## src/rtl/vec_cmd_sequencer.sv

```systemverilog
// Vector command sequencer: owns vl and turns one CFU command into N datapath beats plus a response.
// Latency: response 1 cycle after accept (vsetvli, illegal, vl=0), N+1 for beat ops, N+2 with accumulator drain.
// Backpressure: cmd_ready only in IDLE; the response is held stable in RESP until rsp_ready.
//
// Ports:
//   clk, reset_n                 clock, async active-low reset
//   cmd_*                        CFU command channel (valid/ready, function_id, two 32-bit operands)
//   rsp_*                        CFU response channel (valid/ready, 32-bit payload)
//   acc_in                       datapath accumulator, captured in DRAIN
//   reg_*_sel, reg_load          vector register file selects and write enable
//   beat_idx, alu_*, bus_sel     per-beat datapath controls
//   acc_clear                    accumulator clear on the first beat of vacc/vbacc
//   vl                           current vector length in elements
module vec_cmd_sequencer #(
    parameter int VREG_AW = 5,
    parameter int LANES   = 4,
    parameter int MAX_VL  = 64,
    localparam int BEAT_W = $clog2(MAX_VL / LANES) + 1,
    localparam int VL_W   = BEAT_W + $clog2(LANES)
) (
    input  logic               clk,
    input  logic               reset_n,
    input  logic               cmd_valid,
    output logic               cmd_ready,
    input  logic [9:0]         cmd_payload_function_id,
    input  logic [31:0]        cmd_payload_inputs_0,
    input  logic [31:0]        cmd_payload_inputs_1,
    output logic               rsp_valid,
    input  logic               rsp_ready,
    output logic [31:0]        rsp_payload_outputs_0,
    input  logic [31:0]        acc_in,
    output logic [VREG_AW-1:0] reg_op0_sel,
    output logic [VREG_AW-1:0] reg_op1_sel,
    output logic [VREG_AW-1:0] reg_wb_sel,
    output logic               reg_load,
    output logic [BEAT_W-1:0]  beat_idx,
    output logic [7:0]         alu_imm,
    output logic               alu_op1_sel,
    output logic [1:0]         bus_sel,
    output logic               acc_clear,
    output logic [VL_W-1:0]    vl
);

    localparam int LANE_SH   = $clog2(LANES);
    localparam int BEATS_MAX = MAX_VL / LANES;

    localparam logic [2:0] OP_VSETVLI = 3'd0;
    localparam logic [2:0] OP_VLOAD   = 3'd1;
    localparam logic [2:0] OP_VADD_VI = 3'd2;
    localparam logic [2:0] OP_VACC    = 3'd3;
    localparam logic [2:0] OP_VMUL    = 3'd4;
    localparam logic [2:0] OP_VBACC   = 3'd5;

    typedef enum logic [1:0] {
        ST_IDLE,
        ST_EXEC,
        ST_DRAIN,
        ST_RESP
    } state_t;

    state_t state_q, state_d;

    // Command fields captured on accept; later operand changes are ignored.
    logic [2:0]         op_q;
    logic [VREG_AW-1:0] vreg_q;
    logic [VREG_AW-1:0] src0_q;
    logic [VREG_AW-1:0] src1_q;
    logic [7:0]         imm_q;
    logic [BEAT_W-1:0]  ld_idx_q;
    logic [BEAT_W-1:0]  nbeats_q;
    logic [BEAT_W-1:0]  beat_q;

    logic              accept;
    logic [2:0]        cmd_op;
    logic              cmd_is_vec;
    logic [VL_W-1:0]   vl_set;
    logic [VL_W:0]     vl_round;
    logic [BEAT_W-1:0] vl_beats;
    logic [BEAT_W-1:0] cmd_nbeats;
    logic [BEAT_W-1:0] cmd_ld_idx;
    logic              last_beat;
    logic              acc_op_q;
    logic              unused_bits;

    assign accept     = cmd_valid && cmd_ready;
    assign cmd_op     = cmd_payload_function_id[2:0];
    assign cmd_is_vec = (cmd_op >= OP_VADD_VI) && (cmd_op <= OP_VBACC);

    // Beat count uses the vl in force at accept, so a command never sees a later vsetvli.
    assign vl_round   = {1'b0, vl} + (VL_W + 1)'(LANES - 1);
    assign vl_beats   = BEAT_W'(vl_round >> LANE_SH);
    assign cmd_nbeats = (cmd_op == OP_VLOAD) ? BEAT_W'(1) : vl_beats;
    assign cmd_ld_idx = BEAT_W'(cmd_payload_inputs_1 % 32'(BEATS_MAX));

    assign last_beat  = (beat_q == (nbeats_q - BEAT_W'(1)));
    assign acc_op_q   = (op_q == OP_VACC) || (op_q == OP_VBACC);

    // Upper function_id bits are reserved.
    assign unused_bits = ^cmd_payload_function_id;

    always_comb begin
        if (cmd_payload_inputs_0 > 32'(MAX_VL)) begin
            vl_set = VL_W'(MAX_VL);
        end else begin
            vl_set = cmd_payload_inputs_0[VL_W-1:0];
        end
    end

    // State register
    always_ff @(posedge clk or negedge reset_n) begin
        if (!reset_n) begin
            state_q <= ST_IDLE;
        end else begin
            state_q <= state_d;
        end
    end

    // Next-state logic
    always_comb begin
        state_d = state_q;
        case (state_q)
            ST_IDLE: begin
                if (accept) begin
                    if (cmd_op == OP_VLOAD) begin
                        state_d = ST_EXEC;
                    end else if (cmd_is_vec && (vl_beats != '0)) begin
                        state_d = ST_EXEC;
                    end else begin
                        // vsetvli, illegal opcodes and zero-length ops answer straight away
                        state_d = ST_RESP;
                    end
                end
            end
            ST_EXEC: begin
                if (last_beat) begin
                    state_d = acc_op_q ? ST_DRAIN : ST_RESP;
                end
            end
            ST_DRAIN: state_d = ST_RESP;
            ST_RESP: begin
                if (rsp_ready) begin
                    state_d = ST_IDLE;
                end
            end
            default: state_d = ST_IDLE;
        endcase
    end

    // Command capture, beat counter, vl and response payload
    always_ff @(posedge clk or negedge reset_n) begin
        if (!reset_n) begin
            op_q                  <= '0;
            vreg_q                <= '0;
            src0_q                <= '0;
            src1_q                <= '0;
            imm_q                 <= '0;
            ld_idx_q              <= '0;
            nbeats_q              <= '0;
            beat_q                <= '0;
            vl                    <= '0;
            rsp_payload_outputs_0 <= '0;
        end else begin
            case (state_q)
                ST_IDLE: begin
                    if (accept) begin
                        op_q     <= cmd_op;
                        vreg_q   <= cmd_payload_function_id[3 +: VREG_AW];
                        src0_q   <= cmd_payload_inputs_0[VREG_AW-1:0];
                        src1_q   <= cmd_payload_inputs_1[VREG_AW-1:0];
                        imm_q    <= cmd_payload_inputs_1[7:0];
                        ld_idx_q <= cmd_ld_idx;
                        nbeats_q <= cmd_nbeats;
                        beat_q   <= '0;
                        if (cmd_op == OP_VSETVLI) begin
                            vl                    <= vl_set;
                            rsp_payload_outputs_0 <= 32'(vl_set);
                        end else if (cmd_op > OP_VBACC) begin
                            rsp_payload_outputs_0 <= '1;
                        end else if (cmd_is_vec && (vl_beats == '0)) begin
                            rsp_payload_outputs_0 <= '0;
                        end
                    end
                end
                ST_EXEC: begin
                    if (last_beat) begin
                        // accumulating ops take their result from acc_in in DRAIN instead
                        if (!acc_op_q) begin
                            rsp_payload_outputs_0 <= 32'(nbeats_q);
                        end
                    end else begin
                        beat_q <= beat_q + BEAT_W'(1);
                    end
                end
                ST_DRAIN: rsp_payload_outputs_0 <= acc_in;
                default: ;
            endcase
        end
    end

    // Output decode: driven only from registered state, so every control is stable for the
    // whole beat and returns to zero as soon as reset asserts.
    always_comb begin
        cmd_ready   = (state_q == ST_IDLE);
        rsp_valid   = (state_q == ST_RESP);
        reg_op0_sel = '0;
        reg_op1_sel = '0;
        reg_wb_sel  = '0;
        reg_load    = 1'b0;
        beat_idx    = '0;
        alu_imm     = '0;
        alu_op1_sel = 1'b0;
        bus_sel     = 2'b00;
        acc_clear   = 1'b0;
        if (state_q == ST_EXEC) begin
            case (op_q)
                OP_VLOAD: begin
                    reg_wb_sel = vreg_q;
                    reg_load   = 1'b1;
                    beat_idx   = ld_idx_q;
                    bus_sel    = 2'b00;
                end
                OP_VADD_VI: begin
                    reg_op0_sel = src0_q;
                    alu_imm     = imm_q;
                    alu_op1_sel = 1'b1;
                    bus_sel     = 2'b01;
                    reg_wb_sel  = vreg_q;
                    reg_load    = 1'b1;
                    beat_idx    = beat_q;
                end
                OP_VACC: begin
                    reg_op0_sel = src0_q;
                    beat_idx    = beat_q;
                    acc_clear   = (beat_q == '0);
                end
                OP_VMUL: begin
                    reg_op0_sel = src0_q;
                    reg_op1_sel = src1_q;
                    bus_sel     = 2'b10;
                    reg_wb_sel  = vreg_q;
                    reg_load    = 1'b1;
                    beat_idx    = beat_q;
                end
                OP_VBACC: begin
                    reg_op0_sel = vreg_q;
                    bus_sel     = 2'b11;
                    beat_idx    = beat_q;
                    acc_clear   = (beat_q == '0);
                end
                default: ;
            endcase
        end
    end

endmodule
```

## config.mk

```make
export PLATFORM = sky130hd
export DESIGN_NAME = vec_cmd_sequencer
export DESIGN_NICKNAME = d
export VERILOG_FILES = /design/src/rtl/vec_cmd_sequencer.sv
export SDC_FILE = /design/constraint.sdc
export NUM_CORES = 1
export LEC_CHECK = 0
export CAP_MARGIN = 20
export CORE_MARGIN = 3
export CORE_UTILIZATION = 25
export DETAILED_ROUTE_END_ITERATION = 10
export HOLD_SLACK_MARGIN = 0.05
export PLACE_DENSITY_LB_ADDON = 0.05
export SLEW_MARGIN = 20
export SYNTH_ARGS = -nofsm -noshare
export SYNTH_HDL_FRONTEND = slang
export SYNTH_SLANG_ARGS = --single-unit
```

## constraint.sdc

```tcl
create_clock -name clk -period 3.17 [get_ports clk]
set_input_delay 0.951 -clock clk [delete_from_list [all_inputs] [get_ports clk]]
set_output_delay 0.951 -clock clk [all_outputs]
set_load 0.02 [all_outputs]
```

==> results of run 1 <==
## worst paths after layout
kind                       slack (ns)  cells after the start                         to         from
setup / recovery                 0.16                      8              reg_wb_sel[1]   state_q[1]
hold / removal                   0.50                      1                   imm_q[7]     imm_q[7]
setup reg to reg                 0.75                      8  rsp_payload_outputs_0[26]  nbeats_q[0]
hold reg to reg                  0.50                      1                   imm_q[7]     imm_q[7]
max in group asynchronous        2.00                      2  rsp_payload_outputs_0[21]      reset_n
min in group asynchronous        0.58                      1                  src1_q[0]      reset_n
## layout make-up
class	count	area (µm²)
tap	216	270
clock buffer	11	253
fill	1584	9590
inverter	21	78.8
timing repair buffer	185	1760
sequential	72	1800
clock inverter	5	103
multi-input combinational	290	2200
## critical path: cells and delay by family, from the launching register on
family | cells | cell delay [ns]
adder cells (fa/ha/maj) | 1 | 0.22
buffers and inverters | 4 | 0.69
flip-flops | 1 | 0.41
AND/OR/NAND/NOR | 3 | 0.40
## report_power, final
part	leakage (nW)	switching [mW]	internal (mW)	total, mW
sequential	0.913	0.259	1.29	1.54
clock	0.172	0.409	0.811	1.22
combinational	1.95	1.60	1.64	3.24
## what timing repair did
action / in CTS / in global routing
setup endpoints to repair: 32 / 22
gates resized for setup: 38 / 15
buffers inserted: 1 / 0
## cells in the final DEF, fill, tap and decap left out, types with 13 or more instances in the layout
master,n
a22o_1,18
and2_1,15
buf_4,26
clkdlybuf4s50_1,124
dfrtp_1,72
dlygate4sd2_1,26
inv_1,21
mux2_2,23
mux2_4,24
nand2_1,65
nor2_1,15
o21ai_0,13
## kinds of logic (layout without fill, tap and decap cells)
family	count (synthesis)	in the layout	synth area share [%]
muxes	54	54	16.6
xor gates and xnor gates	12	12	2.87
AOI/OAI and AO/OA	66	66	11.9
adders and majority gates	11	11	3.32
buffers and inverters	41	222	4.32
DFF	72	72	43.5
and+or+nand+nor	147	147	17.5
## flip-flops by register name, indices dropped and copies added, names as in the netlist
signal and cells:
nbeats_q 5, imm_q 4, vl 7, state_q 2
vreg_q 5, src0_q 5, rsp_payload_outputs_0 32, src1_q 4
beat_q 5, op_q 3
## metal layers
metal | vias to the layer above | GRT usage (%) | routed length (µm)
met1 | 1772 | 20.5 | 6160
met2 | 93 | 22.4 | 6040
li1 | 1773 | - | -
met4 | 0 | 5.66 | 241
met5 | - | 0 | 0
met3 | 13 | 3.80 | 662
==> impl_metrics.csv, run 1 <==
group,metric,value,unit
timing,slew_violations,0,
worst_hold_path,hold_class,"reg -> reg",
synth,synth.avg_cell_area,10.3,µm²
synth,synth.yosys.seq_area_share,43.5,%
die,start_util,25.8,%
setup_path,crit_arrival,2.06,ns
timing,finalCritPeriodShare,95.0,%
place,dp_hpwl,9.81,mm
cts,root_buffer,"clkbuf_16",
setup_path,required,2.22,ns
timing,timing.fmax,332,MHz
cts,clkSlewWorstSetupHoldPaths,0.06,ns
timing,setup_slack,0.160,ns
synth,yosysTopAreaCell,"dfrtp_1",
die,die_area,0.0182,mm²
die,fp.dieW,135,µm
synth,syn_inst,403,
setup_path,path_cells,"inv_1 > ha_2 > inv_1 > nor3_2 > nor3_2 > buf_4 > nor2b_1 > clkdlybuf4s15_1",
cts,cts.sinks,72,
synth,synth-seq-cells,72,
setup_path,slowest_delay,0.41,ns
synth,synthArstFlopShare,100,%
synth,synth_warnings,0,
drt,wl_per_cell,16.4,µm
drt,vias_per_cell,4.56,
timing,setup-violations-final,0,
run,maxCapViolCount,0,
global_routing,track_usage,14.8,%
synth,synth.top_cells.by_count,"dfrtp_1 (72), nand2_1 (65), mux2_4 (24)",
setup_path,critPathKind,"reg -> out",
synth,synth_edf_count,0,
drt,first_iter_violations,168,
timing,finalSetupTns,0,ns
synth,synthTopCellsByArea,"dfrtp_1 (43%), mux2_4 (8.7%), mux2_2 (6.3%)",
timing,worst_pin_slew,0.730,ns
global_routing,grt_max_degree,34,
timing,rsz0062_at_grt,"false",
synth,synthFlopType,"dfrtp_1",
timing,period_needed,3.01,ns
setup_path,endpoint_kind,"primary output",
cts,clk_path_buf_depth,2,
die,design.core.area,0.0161,mm²
synth,yosysMostFrequentCell,"dfrtp_1",
die,ios,184,
die,core.rowCount,46,
power,leakagePower,3.04,nW
timing,slew_headroom,51.2,%
final_layout,antennaDiodeCount,0,
cts,tritoncts,"built",
timing,finalHoldViolations,0,
power,p_total,6.01,mW
global_routing,antenna_found_initial,0,
global_routing,grt_pass1_wl,21.1,mm
synth,synth_top_area_share,43.5,%
global_routing,grt_pass1_vias,3814,
final_layout,syn2layout_area_growth,56.1,%
final_layout,stdcell_count,800,
drt,routed_wl,13.1,mm
final_layout,drive_gt1_share,19.2,%
final_layout,final_core_util,40.3,%
global_routing,grt-ovfl-total,0,
power,powerDensity,928,mW/mm²
timing,holdWs,0.499,ns
run_status,outcome,"finished clean",
cts,cts_hold_buf,0,
place,port_buffers,157,
drt,drc,0,
setup_path,start_kind,"register",
cts,cts-buffers-inserted,9,
setup_path,worstPathMaxFanout,6,
cts,htreeDepth,3,
die,die_y,135,µm
place,place_area,0.00612,mm²
final_layout,final_cell_area,0.00647,mm²
synth,syn-num-nets,524,
setup_path,cp_slowest_cell,"dfrtp_1",
place,routabilityCongestion,0.793,
drt,ant_nets,0,
drt,vias,3651,
final_layout,finalNetCount,700,
synth,syn_area,0.00414,mm²
place,dp_slack,0.00319,ns
synth,synth_cell_type_count,51,
place,dp.cells,783,
drt,drt_pass1_iterations,4,
power,ir_worst_vdd,0.000338,V
timing,finClkSkew,0.00552,ns
cts,clock_latency,0.34,ns
No activity file was read; power rests on OpenSTA's default activity.
==> run 2, diff against run 1 <==
Settings changed: CTS_CLUSTER_DIAMETER set to 80.
==> results of run 2 <==
Final layout, timing and power as in run 1 (identical DEF).
